### config.mk
export PLATFORM = sky130hd
export DESIGN_NAME = serial_alu_ctrl
export DESIGN_NICKNAME = d
export VERILOG_FILES = /design/src/rtl/alu_pkg.sv /design/src/rtl/alu_bit_slice.sv /design/src/rtl/serial_alu_ctrl.sv
export SDC_FILE = /design/constraint.sdc
export NUM_CORES = 1
export LEC_CHECK = 0
export ABC_AREA = 1
export BUFFER_PORTS_ARGS = -buffer_cell sky130_fd_sc_hd__buf_2
export CAP_MARGIN = 10
export CORE_MARGIN = 10
export CORE_UTILIZATION = 49
export DETAILED_ROUTE_END_ITERATION = 12
export PLACE_DENSITY = 0.86
export SLEW_MARGIN = 20
export SYNTH_ARGS = -nofsm -noshare
export SYNTH_HDL_FRONTEND = slang
export SYNTH_HIERARCHICAL = 1
export SYNTH_SLANG_ARGS = --single-unit
### constraint.sdc
create_clock -name clk -period 2.1 [get_ports clk]
set_clock_uncertainty 0.05 [all_clocks]
set_input_delay 0.315 -clock clk [delete_from_list [all_inputs] [get_ports clk]]
set_output_delay 0.315 -clock clk [all_outputs]
set_load 0.01 [all_outputs]
### src/rtl/alu_pkg.sv
// Shared opcodes, controller state encoding and opcode classification helpers
// for the bit-serial ALU.
package alu_pkg;

  localparam logic [3:0] OP_AND = 4'b0000;
  localparam logic [3:0] OP_OR  = 4'b0001;
  localparam logic [3:0] OP_ADD = 4'b0010;
  localparam logic [3:0] OP_SUB = 4'b0110;
  localparam logic [3:0] OP_NOR = 4'b1100;

  typedef enum logic [1:0] {
    IDLE = 2'd0,
    RUN  = 2'd1,
    DONE = 2'd2
  } state_t;

  function automatic logic is_legal_op(input logic [3:0] op);
    return (op == OP_AND) || (op == OP_OR) || (op == OP_ADD) ||
           (op == OP_SUB) || (op == OP_NOR);
  endfunction

  function automatic logic is_arith_op(input logic [3:0] op);
    return (op == OP_ADD) || (op == OP_SUB);
  endfunction

endpackage

### src/rtl/alu_bit_slice.sv
// Combinational one-bit ALU slice; SUB is ADD of the inverted B bit with the
// carry chain seeded to 1 by the controller.
module alu_bit_slice
  import alu_pkg::*;
(
  input  logic       i_a,
  input  logic       i_b,
  input  logic       i_cin,
  input  logic [3:0] i_op,
  output logic       o_bit,
  output logic       o_cout
);

  logic w_b_eff;

  always_comb begin
    o_bit   = 1'b0;
    o_cout  = 1'b0;
    w_b_eff = i_b;
    case (i_op)
      OP_AND: o_bit = i_a & i_b;
      OP_OR:  o_bit = i_a | i_b;
      OP_NOR: o_bit = ~(i_a | i_b);
      OP_ADD, OP_SUB: begin
        w_b_eff = (i_op == OP_SUB) ? ~i_b : i_b;
        o_bit   = i_a ^ w_b_eff ^ i_cin;
        o_cout  = (i_a & w_b_eff) | (i_a & i_cin) | (w_b_eff & i_cin);
      end
      default: begin
        o_bit  = 1'b0;
        o_cout = 1'b0;
      end
    endcase
  end

endmodule

### src/rtl/serial_alu_ctrl.sv
// Bit-serial ALU sequencer: latches an operation, runs one slice over WIDTH
// cycles LSB first, then presents the registered result and flags.
module serial_alu_ctrl
  import alu_pkg::*;
#(
  parameter int WIDTH = 8
) (
  input  logic             clk,
  input  logic             rst_n,
  input  logic             in_valid,
  output logic             in_ready,
  input  logic [3:0]       op,
  input  logic [WIDTH-1:0] a,
  input  logic [WIDTH-1:0] b,
  output logic             out_valid,
  input  logic             out_ready,
  output logic [WIDTH-1:0] result,
  output logic             cout,
  output logic             ovf,
  output logic             zero,
  output logic             illegal,
  output logic [1:0]       dbg_state
);

  localparam int CNT_W = (WIDTH > 1) ? $clog2(WIDTH) : 1;

  // Handshakes: a transfer happens on a rising edge where valid && ready.
  // Producers hold valid and payload stable until that edge; ready may be
  // asserted independently of valid. in_ready is high only in IDLE and
  // out_valid only in DONE, so the two never overlap in one cycle.

  state_t           r_state;
  state_t           w_state_nxt;
  logic [WIDTH-1:0] r_a_sr;
  logic [WIDTH-1:0] r_b_sr;
  logic [WIDTH-1:0] r_res_sr;
  logic [WIDTH-1:0] r_result;
  logic [3:0]       r_op;
  logic [CNT_W-1:0] r_cnt;
  logic             r_carry;
  logic             r_cout;
  logic             r_ovf;
  logic             r_zero;
  logic             r_illegal;

  logic             w_bit;
  logic             w_slice_cout;
  logic             w_accept;
  logic             w_release;
  logic             w_last;
  logic             w_arith;
  logic             w_legal;
  logic [WIDTH-1:0] w_res_final;

  alu_bit_slice u_slice (
    .i_a    (r_a_sr[0]),
    .i_b    (r_b_sr[0]),
    .i_cin  (r_carry),
    .i_op   (r_op),
    .o_bit  (w_bit),
    .o_cout (w_slice_cout)
  );

  assign w_accept    = in_valid && (r_state == IDLE);
  assign w_release   = out_ready && (r_state == DONE);
  assign w_last      = (r_state == RUN) && (r_cnt == CNT_W'(WIDTH - 1));
  assign w_arith     = is_arith_op(r_op);
  assign w_legal     = is_legal_op(r_op);
  assign w_res_final = {w_bit, r_res_sr[WIDTH-1:1]};

  always_ff @(posedge clk or negedge rst_n) begin
    if (!rst_n) begin
      r_state <= IDLE;
    end else begin
      r_state <= w_state_nxt;
    end
  end

  always_comb begin
    w_state_nxt = r_state;
    case (r_state)
      IDLE:    if (w_accept)  w_state_nxt = RUN;
      RUN:     if (w_last)    w_state_nxt = DONE;
      DONE:    if (w_release) w_state_nxt = IDLE;
      default: w_state_nxt = IDLE;
    endcase
  end

  always_ff @(posedge clk or negedge rst_n) begin
    if (!rst_n) begin
      r_a_sr    <= '0;
      r_b_sr    <= '0;
      r_res_sr  <= '0;
      r_result  <= '0;
      r_op      <= OP_AND;
      r_cnt     <= '0;
      r_carry   <= 1'b0;
      r_cout    <= 1'b0;
      r_ovf     <= 1'b0;
      r_zero    <= 1'b0;
      r_illegal <= 1'b0;
    end else if (w_accept) begin
      r_a_sr   <= a;
      r_b_sr   <= b;
      r_op     <= op;
      r_res_sr <= '0;
      r_cnt    <= '0;
      r_carry  <= (op == OP_SUB);
    end else if (r_state == RUN) begin
      r_a_sr   <= r_a_sr >> 1;
      r_b_sr   <= r_b_sr >> 1;
      r_res_sr <= w_res_final;
      r_carry  <= w_arith ? w_slice_cout : 1'b0;
      if (!w_last) begin
        r_cnt <= r_cnt + CNT_W'(1);
      end else begin
        // r_carry here is the carry into the MSB, so overflow is cin ^ cout.
        r_result  <= w_legal ? w_res_final : '0;
        r_cout    <= w_arith & w_slice_cout;
        r_ovf     <= w_arith & (r_carry ^ w_slice_cout);
        r_zero    <= !w_legal || (w_res_final == '0);
        r_illegal <= !w_legal;
      end
    end
  end

  assign in_ready  = (r_state == IDLE);
  assign out_valid = (r_state == DONE);
  assign result    = r_result;
  assign cout      = r_cout;
  assign ovf       = r_ovf;
  assign zero      = r_zero;
  assign illegal   = r_illegal;
  assign dbg_state = r_state;

endmodule

==> results of run 1 <==
[worst paths after layout]
check,startpoint,end,slack (ps),cells after the start
min in group clk,out_ready,dbg_state[1]$_DFFE_PN0P_,140,2
max in group asynchronous,rst_n,r_b_sr[1]$_DFFE_PN0P_,1580,2
hold reg to reg,r_a_sr[7]$_DFFE_PN0P_,r_a_sr[7]$_DFFE_PN0P_,430,2
setup reg to reg,r_op[1]$_DFFE_PN0P_,zero$_DFFE_PN0P_,150,15
hold / removal,rst_n,result[1]$_DFFE_PN0P_,20,2
setup / recovery,r_op[1]$_DFFE_PN0P_,zero$_DFFE_PN0P_,150,15
[cells by family after synthesis]
kind of cell / after synthesis / share of synthesized area (%)
flip-flops: 45 / 53.4
buffers and inverters: 35 / 7.35
adder cells (fa/ha/maj): 3 / 2.14
AND/OR/NAND/NOR: 153 / 30.8
XOR/XNOR: 1 / 0.415
AO/OA/AOI/OAI: 21 / 5.87
[cells in the final DEF, fill, tap and decap left out, types with 5 or more instances in the layout]
cell and n:
inv_1 26, o21ai_0 9, dfrtp_1 45, buf_2 39, nand2_1 97, clkbuf_8 5
nor2_1 17, nand3_1 24, buf_4 6, o22ai_1 5
[state kept, by name (all words and copies together) (netlist names)]
register,cells
r_cnt,3
ovf,1
dbg_state,2
illegal,1
r_a_sr,8
r_res_sr,7
r_b_sr,8
cout,1
r_carry,1
zero,1
result,8
r_op,4
[per-stage QoR]
| step | worst slack, ps | instances |
|---|---|---|
| finish | 154 | 356 |
| global route | 23.7 | 356 |
| CTS | 81.5 | 356 |
| detailed placement | 84.9 | 348 |
| global placement | 148 | 348 |
| floorplan | 147 | 258 |
[where the power goes]
part           leakage (uW)  internal (uW)  switching (uW)
clock network     0.0000543            356             307
logic              0.000731            534             900
registers          0.000585           1220             230
total               0.00137           2110            1440
[layout make-up]
cell class / count / area, um^2 / share of cell area [%]
sequential: 45 / 1130 / 45.1
multi-input combinational: 178 / 833 / 33.4
timing repair buffer: 45 / 240 / 9.63
inverter: 30 / 118 / 4.71
clock buffer: 5 / 68.8 / 2.76
tap: 50 / 62.6 / 2.51
clock inverter: 3 / 46.3 / 1.86
[metal layers]
layer	vias to the layer above	routed length [um]	track usage (%)	share of wire [%]
li1	904	-	-	-
met1	847	1890	13.7	42
met2	34	2330	23.6	51
met3	7	228	3.88	5.0
met4	0	82	4.64	1.8
met5	-	0	0	0
[repair_timing]
item                                    in CTS  in global routing
buffers inserted                             0                  0
resized for setup                            0                  2
endpoints found under the setup margin       0                  1
[worst register-to-register path: stages (launching register included)]
cell and delay (ps):
dfrtp_1 350, inv_1 50, nor2_2 150, nand3_1 100
nand2_1 80, nand2_2 60, fa_1 480, nand3_1 70
nand2_1 70, inv_1 40, nand2_2 70, nor2_1 40
nand4_1 70, nand2_1 50, nand2_1 70, nand2_1 50
==> reports/metrics.cfg, run 1 <==
[cells_and_area]
nets=332
num-fill-cells=344
fin_area_mm2=0.00249
fin_util_pct=61.1
areaGrowthSynthToFinish_pct=18.3
n_antenna_cell=0
drive_above_1_share_pct=21.9

[yosys]
synth_edf_count=0
netlist_area_mm2=0.00211
ys_types=28
synth_cells=258
synthTopCellsByArea=dfrtp_1 (53%), nand2_1 (18%), nand3_1 (5.7%)
syn_area_per_cell_um2=8.18
yosysMostFrequentCell=nand2_1
yosysWarningCount=6
mappedNetlistNets=285
synth_seq_area_share_pct=53.4
synthTopCellsByCount=nand2_1 (99), dfrtp_1 (45), inv_1 (26)
synth-main-ff-cell=dfrtp_1
synth_top_area_share_pct=53.4
async_flop_share_pct=100
yosysTopAreaCell=dfrtp_1
ys_ff_latch=45

[sta]
setup_viol=0
min_period_ps=1950
drv_slew=0
tightestPinTransition_ps=555
hold_viol_final=0
hold_slack_ps=15.3
slew_headroom_pct=63.0
fmax_mhz=514
rsz0062_at_grt=no
finalSetupTns_ps=0
final.period_utilization_pct=92.6

[setup_path]
worstSetupPathType=register to register
critPathCaptureType=register
slowest_stage=fa_1
worstSetupStartpointType=register
crit_required_ps=2250
crit_family=simple AND/OR/NAND/NOR gates
path_common_cell=nand2_1
cp_max_fo=4
worstPathArrival_ps=2100
critPathMaxStageDelay_ps=480
cp_cell_sequence=inv_1, nor2_2, nand3_1, nand2_1, nand2_2, fa_1, nand3_1, nand2_1, inv_1, nand2_2, nor2_1, nand4_1, nand2_1, nand2_1, nand2_1
crit_buf_inv=2

[placement]
port_buffers=39
place_hpwl_um=3400
placed_area_mm2=0.00237
gp_congestion=0.823

[global_route]
antenna_found_initial=0
grt_pass1_vias=1826
grt_max_degree=46
grt_overflow_total=0
track_usage_pct=12.9
grt_pass1_wl_um=7960

[cts]
numCtsBuffers=5
cts-htree-levels=2
clk_pin_slew_ps=90
cts_root_buffer=clkbuf_8
cts.sinks=45
clockBufferDepth=2
clk_latency_ps=300
tritoncts=built
hold_buffers=0

[routing]
firstDrtPassIters=4
drc=0
first_iter_violations=171
avgRoutedWirePerCell_um=12.7
vias=1792
ant_nets=0
wl_um=4530
viasPerCell=5.03

[die]
die_h_um=85.6
io_pins=40
fp.dieW_um=85.6
die_area_mm2=0.00733
rows=23
start_util_pct=51.6
core_area_mm2=0.00409

[flow_run]
maxCapViolCount=0

[power]
leakage_uw=0.00137
p_per_area_mw_per_mm2=1420
vdd_drop_max_mv=0.787
power_uw=3540

[outcome]
outcome=complete, no violations

[min_path]
holdCritPathClass=primary input to asynchronous set/reset pin

Note: power is estimated with default switching activity, not from simulation.
==> run 2: changes to the inputs <==
--- a/config.mk
+++ b/config.mk
@@ -15,5 +15,4 @@
 export SLEW_MARGIN = 20
 export SYNTH_ARGS = -nofsm -noshare
 export SYNTH_HDL_FRONTEND = slang
-export SYNTH_HIERARCHICAL = 1
 export SYNTH_SLANG_ARGS = --single-unit
==> run 2 against run 1 <==
  * Maximum frequency grew 1.7%
  * Highest routed layer unchanged
  * Critical path depth shrank 6
  * Combinational power shrank 3%
  * Largest power group unchanged
  * Final area shrank 3.7%
  * Critical path type unchanged
==> reports/metrics.cfg, run 2 <==
[outcome]
outcome=complete, no violations

[routing]
avgRoutedWirePerCell_um=13.2  ; +3.5%
ant_nets=0  ; unchanged
vias=1661  ; -7.3%
first_iter_violations=115  ; -33%
drc=0  ; unchanged
viasPerCell=5.03  ; about the same
firstDrtPassIters=4  ; unchanged
wl_um=4350  ; -4.0%

[setup_path]
reg2reg_to=r_res_sr[7]$_DFFE_PN0P_
critPathCaptureType=register
worstSetupStartpointType=register
slowest_stage=fa_1
crit_buf_inv=1  ; -1
cp_max_fo=4  ; unchanged
crit_family=adder cells
cp_cell_sequence=nor2_2, nand3_1, xor2_1, fa_1, inv_1, nand3_1, nand2_1, o21ai_0, nand2_1
crit_required_ps=2240  ; about the same
reg2reg_slack_ps=190  ; +30 ps
rr_startpoint=r_op[0]$_DFFE_PN0P_
critPathMaxStageDelay_ps=480  ; about the same
worstSetupPathType=register to register
worstPathArrival_ps=2050  ; -50 ps
reg2reg_depth=9  ; -6

[sta]
hold_slack_ps=137  ; +122 ps
min_period_ps=1910  ; -32.3 ps
tightestPinTransition_ps=410  ; -145 ps
finalSetupTns_ps=0  ; unchanged
rsz0062_at_grt=no
hold_viol_final=0  ; unchanged
setup_viol=0  ; unchanged
slew_headroom_pct=72.6  ; +9.6 points
drv_slew=0  ; unchanged
fmax_mhz=523  ; +1.7%
final.period_utilization_pct=91.1  ; -1.5 points

[yosys]
netlist_area_mm2=0.00202  ; -4.2%
yosysWarningCount=0  ; -6
synth_top_family_by_area=simple AND/OR/NAND/NOR gates
mappedNetlistNets=261  ; -8.4%
synth_cells=234  ; -9.3%
synth-main-ff-cell=dfrtp_1
synth_edf_count=0  ; unchanged
synthTopCellsByArea=dfrtp_1 (56%), nand2_1 (16%), nand3_1 (4.2%)
muxShareOfSynthArea_pct=0  ; unchanged
yosysTopAreaCell=dfrtp_1
ys_ff_latch=45  ; unchanged
async_flop_share_pct=100  ; unchanged
synth_xor_area_share_pct=0.866  ; +0.45 points
synthSimpleGateAreaFrac_pct=26.2  ; -4.7 points
syn_area_per_cell_um2=8.64  ; +5.7%
synth-adder-area-share_pct=2.23  ; +0.092 points
synth_compound_gate_area_share_pct=8.42  ; +2.5 points
ys_types=25  ; -11%
synthTopCellsByCount=nand2_1 (86), dfrtp_1 (45), inv_1 (22)
synth_seq_area_share_pct=55.7  ; +2.3 points
synth_top_area_share_pct=55.7  ; +2.3 points
yosysMostFrequentCell=nand2_1

[cells_and_area]
nets=307  ; -7.5%
areaGrowthSynthToFinish_pct=18.8
n_antenna_cell=0  ; unchanged
final_cell_mix=nand2_1 (86), dfrtp_1 (45), buf_2 (39)
drive_above_1_share_pct=21.4  ; -0.47 points
final_common_cell=nand2_1

[cts]
clk_latency_ps=300  ; about the same
cts_root_buffer=clkbuf_8
cts.sinks=45  ; unchanged
cts-htree-levels=2  ; unchanged
clk_pin_slew_ps=80  ; about the same
clockBufferDepth=2  ; unchanged
tritoncts=built
numCtsBuffers=5  ; unchanged
postCtsSetupBuffers=0  ; unchanged

[global_route]
grt_pass1_vias=1702  ; -6.8%
grt_pass1_wl_um=7500  ; -5.7%
grt_overflow_total=0  ; unchanged
track_usage_pct=12.6  ; -0.37 points
antenna_found_initial=0  ; unchanged
grt_max_degree=46  ; unchanged

[die]
core_area_mm2=0.00400  ; -2.1%
start_util_pct=50.5  ; -1.1 points
die_h_um=84.2  ; -1.6%
fp.dieW_um=84.2  ; -1.6%
io_pins=40  ; unchanged
die_area_mm2=0.00710  ; -3.2%
rows=23  ; unchanged

[placement]
gp_congestion=0.876  ; +6.4%
place_hpwl_um=3080  ; -9.5%
port_buffers=39  ; unchanged

[min_path]
whs_endpoint=dbg_state[1]$_DFFE_PN0P_
whs_path_depth=2
worstHoldStart=out_ready
holdCritPathClass=primary input to register

[power]
p_per_area_mw_per_mm2=1440  ; +1.7%
vdd_drop_max_mv=0.746  ; -5.2%
leakage_uw=0.00130  ; -5.5%

[flow_run]
maxCapViolCount=0  ; unchanged

run 2: changes by cell type after synthesis, sizes merged, moves of 2 or more:
| cell | before | now |
|---|---|---|
| clkbuf | 2 | 0 |
| o211ai | 4 | 2 |
| a22oi | 0 | 2 |
| inv | 30 | 24 |
| xor2 | 0 | 2 |
| nand2 | 102 | 91 |
| nor2 | 21 | 16 |
| o21ai | 10 | 16 |
| buf | 3 | 5 |
| nand3 | 24 | 17 |
run 2: logic make-up after synthesis:
kind of cell / after synthesis
AND/OR/NAND/NOR: 126
flip-flops: 45
AO/OA/AOI/OAI: 29
buffers and inverters: 29
adder cells (fa/ha/maj): 3
XOR/XNOR: 2
run 2: metrics by stage:
stage	instance area, um^2	total power, uW	setup slack [ps]	util [%]	instances
2_1_floorplan	2020	2450	309	-	234
3_3_place_gp	2290	2790	236	57.1	322
3_5_place_dp	2290	2850	169	57.1	322
4_1_cts	2400	3500	142	60.0	330
5_1_grt	2400	3790	5.45	60.1	330
6_report	2400	3470	187	60.1	330
run 2: timing repair:
action	4_1_cts	5_1_grt
endpoints found under the setup margin	0	2
hold buffers	1	0
hold endpoints to repair	45	0
resized for setup	0	1
run 2: where the power goes:
part           internal [uW]  leakage, uW  switching (uW)
sequential              1240     0.000583             220
clock                    346    0.0000540             280
combinational            521     0.000658             868
run 2: worst max-delay path by stage:
stage | from | end | slack [ps] | depth (start not counted)
after floorplan | r_op[0]$_DFFE_PN0P_ | r_res_sr[7]$_DFFE_PN0P_ | 310 | 9
after global placement | r_op[0]$_DFFE_PN0P_ | result[7]$_DFFE_PN0P_ | 240 | 9
after detailed placement | r_op[1]$_DFFE_PN0P_ | r_res_sr[7]$_DFFE_PN0P_ | 170 | 10
after CTS | r_op[1]$_DFFE_PN0P_ | r_res_sr[7]$_DFFE_PN0P_ | 140 | 10
after global routing | r_op[1]$_DFFE_PN0P_ | r_res_sr[7]$_DFFE_PN0P_ | 5 | 10
final | r_op[0]$_DFFE_PN0P_ | r_res_sr[7]$_DFFE_PN0P_ | 190 | 9
run 2: layout make-up:
type,instances,area [um^2]
clock buffer,5,68.8
clock inverter,2,35.0
timing repair buffer,44,248
tap,50,62.6
sequential,45,1130
fill,345,1600
multi-input combinational,160,764
inverter,24,97.6
run 2: routing by layer:
metal	part of all wire, %	global-route usage, %	up-vias
met5	0	0	-
met4	2.5	6.39	0
met3	6.1	3.77	10
met2	47	20.5	40
met1	44	14.5	776
li1	-	-	835
==> run 3: changes to the inputs <==
--- a/config.mk
+++ b/config.mk
@@ -9,9 +9,10 @@
 export BUFFER_PORTS_ARGS = -buffer_cell sky130_fd_sc_hd__buf_2
 export CAP_MARGIN = 10
 export CORE_MARGIN = 10
-export CORE_UTILIZATION = 49
+export CORE_UTILIZATION = 38
 export DETAILED_ROUTE_END_ITERATION = 12
-export PLACE_DENSITY = 0.86
+export GPL_ROUTABILITY_DRIVEN = 0
+export PLACE_DENSITY = 0.72
 export SLEW_MARGIN = 20
 export SYNTH_ARGS = -nofsm -noshare
 export SYNTH_HDL_FRONTEND = slang
==> run 3 against run 2 <==
  * Final area grew 1.6%
  * Clock-buffer cell count increased by 2
  * Utilization decreased by 13 points
  * Hold slack improved by 3.9 ps
  * Sequential share of layout area shrank 0.72 points
==> reports/metrics.cfg, run 3 (synthesized netlist as in run 2, its figures left out) <==
[setup_path]
reg2reg_to=r_res_sr[7]$_DFFE_PN0P_
reg2reg_depth=9  ; unchanged
crit_family=simple AND/OR/NAND/NOR gates
cp_cell_sequence=nor2_2, nand3_1, xor2_1, fa_1, inv_1, nand3_1, nand2_1, o21ai_0, nand2_1
worstSetupStartpointType=register
crit_cells=9  ; unchanged
crit_required_ps=2240  ; about the same
rr_startpoint=r_op[0]$_DFFE_PN0P_
crit_start=r_op[0]$_DFFE_PN0P_
critPathCaptureType=register
worstSetupPathType=register to register
critPathMaxStageDelay_ps=480  ; about the same
crit_buf_inv=1  ; unchanged
cp_max_fo=4  ; unchanged
reg2reg_slack_ps=180  ; about the same
endpoint=r_res_sr[7]$_DFFE_PN0P_
worstPathArrival_ps=2060  ; about the same
slowest_stage=fa_1

[routing]
avgRoutedWirePerCell_um=12.7  ; -3.8%
wl_um=4450  ; +2.3%
vias=1652  ; -0.54%
first_iter_violations=83  ; -28%
drc=0  ; unchanged
ant_nets=0  ; unchanged
viasPerCell=4.71  ; -6.5%
firstDrtPassIters=4  ; unchanged

[sta]
hold_slack_ps=141  ; +3.91 ps
tightestPinTransition_ps=245  ; -166 ps
hold_viol_final=0  ; unchanged
final.period_utilization_pct=91.6  ; +0.45 points
setup_viol=0  ; unchanged
drv_slew=0  ; unchanged
setup_ws_ps=177  ; -9.48 ps
slew_headroom_pct=83.7  ; +11 points
min_period_ps=1920  ; +9.48 ps
fmax_mhz=520  ; -0.49%

[cells_and_area]
nets=307  ; unchanged
areaGrowthSynthToFinish_pct=20.7
fin_util_pct=47.5  ; -13 points
num-fill-cells=525  ; +52%
n_antenna_cell=0  ; unchanged
final_cell_mix=nand2_1 (86), dfrtp_1 (45), buf_2 (39)
final_common_cell=nand2_1
drive_above_1_share_pct=21.4  ; -0.076 points

[placement]
place_worst_setup_slack_ps=162  ; -7.34 ps
port_buffers=39  ; unchanged
place_hpwl_um=3210  ; +4.4%

[cts]
clk_latency_ps=300  ; about the same
clk_pin_slew_ps=80  ; about the same
postCtsSetupBuffers=0  ; unchanged
tritoncts=built
numCtsBuffers=5  ; unchanged
cts_root_buffer=clkbuf_8
cts-htree-levels=2  ; unchanged
clockBufferDepth=2  ; unchanged
cts.sinks=45  ; unchanged

[power]
vdd_drop_max_mv=0.469  ; -37%
p_per_area_mw_per_mm2=1440  ; -0.45%
leakage_uw=0.00130  ; +0.34%

[die]
die_area_mm2=0.00864  ; +22%
start_util_pct=39.3  ; -11 points
die_h_um=92.9  ; +10%
core_area_mm2=0.00514  ; +28%
rows=26  ; +13%
io_pins=40  ; unchanged
fp.dieW_um=92.9  ; +10%

[min_path]
holdCritPathClass=primary input to register

[outcome]
outcome=complete, no violations

[flow_run]
maxCapViolCount=0  ; unchanged

[global_route]
grt_max_degree=46  ; unchanged
grt_overflow_total=0  ; unchanged
track_usage_pct=10.9  ; -1.7 points
grt_pass1_vias=1667  ; -2.1%
grt_pass1_wl_um=7630  ; +1.7%
antenna_found_initial=0  ; unchanged

-- run 3: changes by cell type in the layout (fill, tap and decap cells not counted), sizes merged --
cell | before | now
clkbuf | 5 | 7
clkinv | 1 | 0
-- run 3: timing repair --
item	CTS	global route
endpoints found under the hold margin	45	0
hold buffers	1	0
resized for setup	0	1
endpoints found under the setup margin	0	2
-- run 3: metal layers --
metal,vias up,global-route usage [%],wire length (um)
li1,833,-,-
met1,784,12.2,1960
met2,30,18.7,2220
met3,5,3.07,181
met4,0,5.14,89
met5,-,0,0
-- run 3: area by class of cell --
| class | instances | area [um^2] | area share, % |
|---|---|---|---|
| inverters | 24 | 97.6 | 4.00 |
| clock buffers | 7 | 86.3 | 3.54 |
| well taps | 70 | 87.6 | 3.59 |
| clock inverters | 1 | 30.0 | 1.23 |
| flip-flops and latches | 45 | 1130 | 46.2 |
| multi-input cells | 160 | 764 | 31.3 |
| repair buffers | 44 | 248 | 10.2 |
-- run 3: worst min-delay path by stage --
| stage | startpoint | endpoint | slack [ps] | cells after the start |
|---|---|---|---|---|
| after floorplan | rst_n | cout$_DFFE_PN0P_ | -30 | 0 |
| after global placement | rst_n | result[5]$_DFFE_PN0P_ | 260 | 2 |
| after detailed placement | rst_n | result[4]$_DFFE_PN0P_ | 260 | 2 |
| after CTS | out_ready | dbg_state[1]$_DFFE_PN0P_ | 130 | 2 |
| after global routing | out_ready | dbg_state[1]$_DFFE_PN0P_ | 160 | 2 |
| final | out_ready | dbg_state[1]$_DFFE_PN0P_ | 140 | 2 |
-- run 3: power breakdown --
part | switching (uW) | internal [uW] | total [uW]
Combinational | 866 | 519 | 1390
Sequential | 214 | 1240 | 1450
Clock | 285 | 388 | 673
Total | 1370 | 2140 | 3510
-- run 3: through the flow --
stage,cells,setup TNS (ps),total power [uW],cell area [um^2]
global placement,342,0,2820,2310
global route,351,-15.9,3830,2440
floorplan,234,0,2450,2020
detailed placement,342,0,2860,2310
CTS,351,0,3540,2440
finish,351,0,3510,2440
